## src/rtl/cpu_pkg.sv

```systemverilog
// Shared pipeline constants for the five-stage core: operand use-time encoding,
// default multiply/divide latencies and the MDU busy-tracker state encoding.
package cpu_pkg;

    // A use-time of 3 marks an operand the ID instruction does not read.
    localparam logic [1:0] TUSE_NONE = 2'd3;

    localparam int MULT_CYCLES_DEF = 5;
    localparam int DIV_CYCLES_DEF  = 10;

    typedef enum logic [0:0] {
        MD_IDLE = 1'b0,
        MD_BUSY = 1'b1
    } md_state_t;

endpackage

```

## src/rtl/md_busy_tracker.sv

```systemverilog
// Tracks the multi-cycle multiply/divide unit: a two-state FSM plus a down-counter
// of remaining busy cycles, armed when a mult/div instruction leaves EX.
module md_busy_tracker
    import cpu_pkg::*;
#(
    parameter int MULT_CYCLES = MULT_CYCLES_DEF,
    parameter int DIV_CYCLES  = DIV_CYCLES_DEF
) (
    input  logic       clk,
    input  logic       reset,
    input  logic       md_start,
    input  logic       md_div,
    output md_state_t  state,
    output logic [3:0] md_count
);

    localparam logic [3:0] MULT_LOAD = 4'(MULT_CYCLES);
    localparam logic [3:0] DIV_LOAD  = 4'(DIV_CYCLES);

    md_state_t  state_q;
    logic [3:0] count_q;
    logic [3:0] load_val;

    assign load_val = md_div ? DIV_LOAD : MULT_LOAD;

    // A start while already busy restarts the window; ID normally prevents this.
    always_ff @(posedge clk) begin
        if (reset) begin
            state_q <= MD_IDLE;
            count_q <= 4'd0;
        end else begin
            case (state_q)
                MD_IDLE: begin
                    if (md_start) begin
                        state_q <= MD_BUSY;
                        count_q <= load_val;
                    end
                end
                MD_BUSY: begin
                    if (md_start) begin
                        count_q <= load_val;
                    end else if (count_q == 4'd1) begin
                        state_q <= MD_IDLE;
                        count_q <= 4'd0;
                    end else begin
                        count_q <= count_q - 4'd1;
                    end
                end
                default: begin
                    state_q <= MD_IDLE;
                    count_q <= 4'd0;
                end
            endcase
        end
    end

    assign state    = state_q;
    assign md_count = count_q;

endmodule

```

## src/rtl/hazard_ctrl.sv

```systemverilog
// Stall/bubble controller: compares ID operands against EX/MEM destinations using
// Tuse/Tnew, adds MDU-busy hazards, and drives PC/IF-ID enables and the ID/EX flush.
module hazard_ctrl
    import cpu_pkg::*;
#(
    parameter int MULT_CYCLES = MULT_CYCLES_DEF,
    parameter int DIV_CYCLES  = DIV_CYCLES_DEF
) (
    input  logic        clk,
    input  logic        reset,
    input  logic [4:0]  id_rs,
    input  logic [4:0]  id_rt,
    input  logic [1:0]  id_tuse_rs,
    input  logic [1:0]  id_tuse_rt,
    input  logic        id_md_use,
    input  logic [4:0]  ex_wreg,
    input  logic [1:0]  ex_tnew,
    input  logic [4:0]  mem_wreg,
    input  logic [1:0]  mem_tnew,
    input  logic        ex_md_start,
    input  logic        ex_md_div,
    output logic        stall,
    output logic        pc_en,
    output logic        if_id_en,
    output logic        id_ex_flush,
    output logic        md_busy,
    output logic [3:0]  md_count,
    output logic [31:0] stall_cnt
);

    md_state_t   md_state;
    logic        rs_hazard;
    logic        rt_hazard;
    logic        md_hazard;
    logic        hazard;
    logic [31:0] stall_cnt_q;

    md_busy_tracker #(
        .MULT_CYCLES (MULT_CYCLES),
        .DIV_CYCLES  (DIV_CYCLES)
    ) u_md_busy_tracker (
        .clk      (clk),
        .reset    (reset),
        .md_start (ex_md_start),
        .md_div   (ex_md_div),
        .state    (md_state),
        .md_count (md_count)
    );

    assign md_busy = (md_state == MD_BUSY);

    // An operand stalls only if a producer's result is not forwardable in time.
    // The TUSE_NONE term is implied by Tnew <= 2 but keeps the intent explicit.
    assign rs_hazard = (id_rs != 5'd0) && (id_tuse_rs != TUSE_NONE) &&
                       (((id_rs == ex_wreg)  && (ex_tnew  > id_tuse_rs)) ||
                        ((id_rs == mem_wreg) && (mem_tnew > id_tuse_rs)));

    assign rt_hazard = (id_rt != 5'd0) && (id_tuse_rt != TUSE_NONE) &&
                       (((id_rt == ex_wreg)  && (ex_tnew  > id_tuse_rt)) ||
                        ((id_rt == mem_wreg) && (mem_tnew > id_tuse_rt)));

    assign md_hazard = id_md_use && (md_busy || ex_md_start);

    assign hazard      = rs_hazard || rt_hazard || md_hazard;
    assign stall       = hazard && !reset;
    assign pc_en       = !stall;
    assign if_id_en    = !stall;
    assign id_ex_flush = stall;

    always_ff @(posedge clk) begin
        if (reset) begin
            stall_cnt_q <= 32'd0;
        end else if (stall && (stall_cnt_q != 32'hFFFF_FFFF)) begin
            stall_cnt_q <= stall_cnt_q + 32'd1;
        end
    end

    assign stall_cnt = stall_cnt_q;

endmodule

```

## config.mk

```make
export PLATFORM = sky130hd
export DESIGN_NAME = hazard_ctrl
export DESIGN_NICKNAME = d
export VERILOG_FILES = /design/src/rtl/cpu_pkg.sv /design/src/rtl/md_busy_tracker.sv /design/src/rtl/hazard_ctrl.sv
export SDC_FILE = /design/constraint.sdc
export NUM_CORES = 1
export LEC_CHECK = 0
export BUFFER_PORTS_ARGS = -buffer_cell sky130_fd_sc_hd__buf_2
export CAP_MARGIN = 20
export CORE_ASPECT_RATIO = 1.1
export CORE_MARGIN = 1.5
export CORE_UTILIZATION = 45
export CTS_CLUSTER_SIZE = 25
export DETAILED_ROUTE_END_ITERATION = 10
export PLACE_DENSITY = 0.75
export SYNTH_ARGS = -nofsm -noshare
export SYNTH_HDL_FRONTEND = slang
export SYNTH_SLANG_ARGS = --single-unit
```

## constraint.sdc

```tcl
create_clock -name clk -period 4.65 [get_ports clk]
set_input_delay 0 -clock clk [delete_from_list [all_inputs] [get_ports clk]]
set_output_delay 0 -clock clk [all_outputs]
set_load 0.02 [all_outputs]
```

==> results of run 1 <==
routing by layer:
metal / up-vias / part of all wire [%]
li1: 1238 / -
met1: 1121 / 45
met2: 82 / 48
met3: 9 / 5.8
met4: 0 / 1.8
met5: - / 0
worst paths after layout:
| check | from | cells after the start | endpoint |
|---|---|---|---|
| worst max-delay path | stall_cnt[9]$_SDFFE_PP0P_ | 8 | stall_cnt[15]$_SDFFE_PP0P_ |
| worst min-delay path | reset | 2 | u_md_busy_tracker.md_count[3]$_SDFFE_PP0N_ |
| worst max register to register | stall_cnt[9]$_SDFFE_PP0P_ | 8 | stall_cnt[15]$_SDFFE_PP0P_ |
| worst min register to register | stall_cnt[29]$_SDFFE_PP0P_ | 2 | stall_cnt[29]$_SDFFE_PP0P_ |
power breakdown:
| group | internal (mW) | total [mW] | switching, mW |
|---|---|---|---|
| sequential | 0.322 | 0.327 | 0.00555 |
| combinational | 0.0460 | 0.114 | 0.0678 |
| clock | 0.106 | 0.233 | 0.127 |
| total | 0.474 | 0.674 | 0.200 |
kinds of logic after synthesis:
logic type                 synth area share, %
AOI/OAI and AO/OA                         16.4
xor gates and xnor gates                  7.07
adders and majority gates                 5.55
buffers and inverters                     7.22
DFF                                       29.9
muxes                                     4.95
and+or+nand+nor                           28.9
layout make-up:
class,instances,share of cell area (%)
Sequential cell,37,25.0
Inverter,17,2.15
Timing Repair Buffer,79,14.1
Clock inverter,3,0.717
Tap cell,75,3.16
Multi-Input combinational cell,225,52.6
Clock buffer,5,2.32
what timing repair did:
item,CTS,global route
setup buffers,0,0
hold buffers,3,0
endpoints found under the hold margin,5,0
endpoints found under the setup margin,0,0
gates resized for setup,0,0
registers in the layout (all words and copies together) (netlist names):
register,count
stall_cnt,32
u_md_busy_tracker.md_count,4
u_md_busy_tracker.state,1
synth_stat cells (all sizes together):
cell	instances	area [um^2]
clkbuf	7	26.3
mux2i	1	10.0
o21ai	7	35.0
nor2	24	95.1
and2	1	6.26
a221oi	1	8.76
a2111oi	1	15.0
nor2b	8	50.1
nand4	7	58.8
nor3	1	5.00
mux2	10	113
dfxtp	37	741
or4	20	150
o41ai	3	26.3
buf	12	88.8
xor2	9	78.8
ha	11	138
nor4b	2	17.5
nand3	11	60.1
o2111ai	1	8.76
xnor2	11	96.3
or3b	1	8.76
nor4	12	90.1
a21oi	30	150
or3	5	31.3
a41oi	1	8.76
a211oi	2	15.0
nand2b	1	6.26
o31ai	16	120
or4b	4	40.0
nand2	17	63.8
or2	2	12.5
o221ai	1	8.76
o211a	1	10.0
inv	17	63.8
and4	1	8.76
and3	2	12.5
worst reg2reg max path: cells and delay by family, from the launching register on:
family                 cells  cell delay, ns
multiplexers               1            0.32
AND/OR/NAND/NOR            6            1.53
flip-flops                 1            0.44
buffers and inverters      1            0.29
==> impl_summary.txt, run 1 <==
----------------------------------------------------
[Pwr]
  Static leakage ... 1.20 nW
  Final Power ... 674 uW
  Pwr dens ... 227 nW/um^2
  Peak supply drop ... 0.143 mV

[Worst setup path]
  Cell at the slowest stage of the critical path ... or2_1
  Worst path top cell family by delay ... simple AND/OR/NAND/NOR gates
  Startpoint type of the worst setup path ... flip-flop
  Setup Crit Path Kind ... reg -> reg
  Cells along the critical path ... and4_1 -> and2_1 -> nand2_1 -> nor4_4 -> buf_4 -> or2_1 -> nor4_1 -> mux2_1
  Delay of the slowest cell on the worst path ... 0.47 ns
  Crit path buffers/inverters ... 1
  Setup crit end kind ... flip-flop
  Data required, critical path ... 4.84 ns
  Data arrival at the endpoint of the critical path ... 2.86 ns
  Register-to-Register Setup Slack ... 1.97 ns
  Largest fanout of any net on the critical path ... 25

[Timing]
  Minimum clock period after layout ... 2.68 ns
  Count of final max-slew check failures ... 0
  Max transition margin ... 44.9%
  Worst path setup slack after routing ... 1.97 ns
  Final critical-path share of the clock period ... 57.6%
  Setup violation total in the final timing report ... 0
  Fin Hold WS ... 0.272 ns
  Max Fclk ... 0.374 GHz
  Setup TNS ... 0 ns
  Slew at the pin closest to its max-slew limit ... 0.826 ns
  Setup repair after global routing missed its margin ... false
  Worst clock skew ... 0.0131 ns
  Final Hold Fails ... 0

[Cells and area]
  Fraction of layout cells with a size suffix above 1 ... 27.9%
  Count of placed standard cells in the final layout, fillers left out ... 441
  Sequential cell area ... 741 um^2
  Total number of nets in the final design ... 409
  Area added between synthesis and finish ... 19.6%
  Finished layout cell area ... 2970 um^2
  Commonest cells after routing, fill and taps aside ... 73 x buf_2, 37 x dfxtp_1, 30 x a21oi_1
  # fillers ... 526
  Commonest non-fill, non-tap cell in the layout ... buf_2
  Diode insertion count for antenna repair ... 0
  Final core occ ... 55.3%
  Multi-input gate area ... 1560 um^2

[GRT]
  Number of antenna violations at the first check in global routing ... 0
  Vias in the first global route ... 2109
  Global-route congestion overflow total ... 0
  Global-route track usage on met1 ... 25.2%
  Layer carrying the most global-route usage ... met2
  Largest net degree at the start of global routing ... 56
  Met2 track demand over resource in global routing ... 33.8%
  Overall fraction of global-route tracks in use ... 20.3%
  First-pass GRT wire length ... 9580 um
  Global-route track usage on met3 ... 4.71%

[Drt]
  DRT Pass-1 Iters ... 4
  Post-route DRC ... 0
  Total via count after detailed routing ... 2450
  Detailed Route WL ... 5910 um
  ANT nets after route ... 0
  Vias/cell ... 5.56
  Iteration-0 DRC count of the detailed router ... 71
  Average wire length per cell after detail routing ... 13.4 um

[Clock network]
  Clock tree from TritonCTS ... built
  Cell at the root of the clock tree ... clkbuf_8
  CTS sink cnt ... 37
  Clock buffer depth ... 2
  Worst skew pair latency ... 0.30 ns
  CTS buffer count ... 5
  Clock slew at reported path FFs ... 0.09 ns
  H-tree depth reported by CTS ... 2

[Placed design]
  Placement-stage worst setup slack ... 2.01 ns
  Final GP Congestion ... 0.900
  DP Wirelength ... 4310 um
  Number of buffers inserted by port buffering ... 73
  Post-placement cell area ... 2850 um^2
  Placed cells ... 430

[Yosys]
  Synthesized area per cell ... 8.32 um^2
  Flip-flop and latch count after synthesis ... 37
  Area of the mapped netlist ... 2480 um^2
  Yosys warns ... 0
  Number of nets in the synthesized netlist ... 342
  Post-synth cell types ... 47
  Instance count of the mapped netlist ... 298
  Sequential-to-total area share from yosys stat ... 29.9%

[Die]
  Standard cell core area ... 5360 um^2
  Die Span X ... 73.8 um
  Die Outline Area ... 5960 um^2
  IO Count ... 74
  Floorplan die height ... 80.8 um
  Effective utilization at floorplan ... 46.2%
  Std-Cell Rows ... 28

[Job]
  Reported max-cap violation count ... 0

[Min path]
  Worst hold-check path type ... in -> reg

[Status]
  Outcome ... completed

----------------------------------------------------
Power figures use the tool's default switching activity.
==> run 2: changes to the inputs <==
- clock period: 4.65 -> 2.5 ns (I/O delays scaled with it)
==> impl_summary.txt, run 2 (synthesis gave the netlist of run 1 again) <==
----------------------------------------------------
[Placed design]
  Number of buffers inserted by port buffering ... 73
  Final GP Congestion ... 0.825
  DP Wirelength ... 4340 um

[GRT]
  Largest net degree at the start of global routing ... 56
  First-pass GRT wire length ... 9350 um
  Vias in the first global route ... 2183
  Global-route congestion overflow total ... 0
  Overall fraction of global-route tracks in use ... 19.7%
  Number of antenna violations at the first check in global routing ... 0

[Cells and area]
  Multi-input gate area ... 1560 um^2
  Fraction of layout cells with a size suffix above 1 ... 28.8%
  Final core occ ... 55.6%
  Total number of nets in the final design ... 411
  Area added between synthesis and finish ... 20.3%
  Commonest cells after routing, fill and taps aside ... 73 x buf_2, 37 x dfxtp_1, 30 x a21oi_1
  Sequential cell area ... 741 um^2
  # fillers ... 520
  Diode insertion count for antenna repair ... 0
  Commonest non-fill, non-tap cell in the layout ... buf_2
  Largest register FFs ... 32

[Timing]
  Setup TNS ... 0 ns
  Setup violation total in the final timing report ... 0
  Count of final max-slew check failures ... 0
  Max Fclk ... 0.436 GHz
  Max transition margin ... 44.2%
  Final critical-path share of the clock period ... 91.7%
  Setup repair after global routing missed its margin ... false
  Worst clock skew ... 0.00528 ns
  Minimum clock period after layout ... 2.29 ns
  Fin Hold WS ... 0.0210 ns
  Slew at the pin closest to its max-slew limit ... 0.838 ns
  Final Hold Fails ... 0

[Job]
  Reported max-cap violation count ... 0

[Clock network]
  CTS sink cnt ... 37
  CTS buffer count ... 5
  Worst skew pair latency ... 0.29 ns
  Postcts setup bufs ... 0
  H-tree depth reported by CTS ... 2
  Clock tree from TritonCTS ... built
  Cell at the root of the clock tree ... clkbuf_8
  Clock slew at reported path FFs ... 0.07 ns
  Clock buffer depth ... 2

[Die]
  Standard cell core area ... 5360 um^2
  IO Count ... 74
  Effective utilization at floorplan ... 46.2%
  Die Outline Area ... 5960 um^2
  Floorplan die height ... 80.8 um
  Std-Cell Rows ... 28
  Die Span X ... 73.8 um

[Drt]
  Detailed Route WL ... 5840 um
  ANT nets after route ... 0
  Total via count after detailed routing ... 2469
  Iteration-0 DRC count of the detailed router ... 86
  Average wire length per cell after detail routing ... 13.2 um
  DRT Pass-1 Iters ... 4
  Post-route DRC ... 0
  Vias/cell ... 5.57

[Worst setup path]
  Worst path top cell family by delay ... simple AND/OR/NAND/NOR gates
  Setup crit end kind ... flip-flop
  Delay of the slowest cell on the worst path ... 0.46 ns
  Setup Crit Path Kind ... reg -> reg
  Startpoint type of the worst setup path ... flip-flop
  Cell at the slowest stage of the critical path ... or4b_1
  Data arrival at the endpoint of the critical path ... 2.50 ns
  Crit path buffers/inverters ... 1
  Cells along the critical path ... nand3_2 -> nor2_2 -> nand2_1 -> or3_1 -> or2_1 -> buf_4 -> or4b_1 -> a21oi_1
  Largest fanout of any net on the critical path ... 11
  Data required, critical path ... 2.71 ns

[Pwr]
  Static leakage ... 1.22 nW
  Pwr dens ... 412 nW/um^2
  Peak supply drop ... 0.363 mV

[Status]
  Outcome ... completed

[Min path]
  Worst hold-check path type ... in -> reg

----------------------------------------------------
## run 2: path summary, 6_finish.rpt
path | from | endpoint | slack [ns] | cells past startpoint
setup / recovery | stall_cnt[2]$_SDFFE_PP0P_ | stall_cnt[29]$_SDFFE_PP0P_ | 0.21 | 8
hold / removal | ex_md_start | u_md_busy_tracker.state$_SDFF_PP0_ | 0.02 | 3
setup reg to reg | stall_cnt[2]$_SDFFE_PP0P_ | stall_cnt[29]$_SDFFE_PP0P_ | 0.21 | 8
hold reg to reg | stall_cnt[11]$_SDFFE_PP0P_ | stall_cnt[11]$_SDFFE_PP0P_ | 0.49 | 2
## run 2: layout make-up
| type | instances | share of cell area (%) |
|---|---|---|
| Inverter | 17 | 2.14 |
| Sequential cell | 37 | 24.8 |
| Tap cell | 75 | 3.15 |
| Timing Repair Buffer | 81 | 14.8 |
| Clock buffer | 6 | 2.43 |
| Clock inverter | 2 | 0.336 |
| Multi-Input combinational cell | 225 | 52.3 |
## run 2: worst reg2reg max path, cell delays in order (launching register included)
cell	delay [ns]
dfxtp_1	0.43
nand3_2	0.12
nor2_2	0.14
nand2_1	0.08
or3_1	0.41
or2_1	0.26
buf_4	0.17
or4b_1	0.46
a21oi_1	0.15
## run 2: power by group
group,switching [mW],internal (mW)
clock network,0.211,0.193
registers,0.0108,0.598
logic,0.127,0.0873
total,0.349,0.879
## run 2: repair_timing
action	in CTS	in global routing
endpoints found under the setup margin	0	1
hold endpoints to repair	4	0
resized for setup	0	1
hold buffers	1	0
## run 2: layer usage
layer | track usage, % | routed length, um | share of wire [%] | vias up
met5 | 0 | 0 | 0 | -
met4 | 5.00 | 62 | 1.1 | 0
li1 | - | - | - | 1243
met2 | 34.9 | 2850 | 49 | 74
met1 | 23.8 | 2580 | 44 | 1145
met3 | 4.34 | 351 | 6.0 | 7
## run 2: through the flow
stage / setup WS (ns) / total power [mW] / std cells / area, um^2
after floorplan: 0.221 / 0.766 / 298 / 2480
after global placement: 0.182 / 0.831 / 434 / 2890
after detailed placement: 0.112 / 0.835 / 434 / 2890
after CTS: 0.179 / 1.24 / 443 / 2980
after global routing: 0.0444 / 1.29 / 443 / 2980
final: 0.208 / 1.23 / 443 / 2980
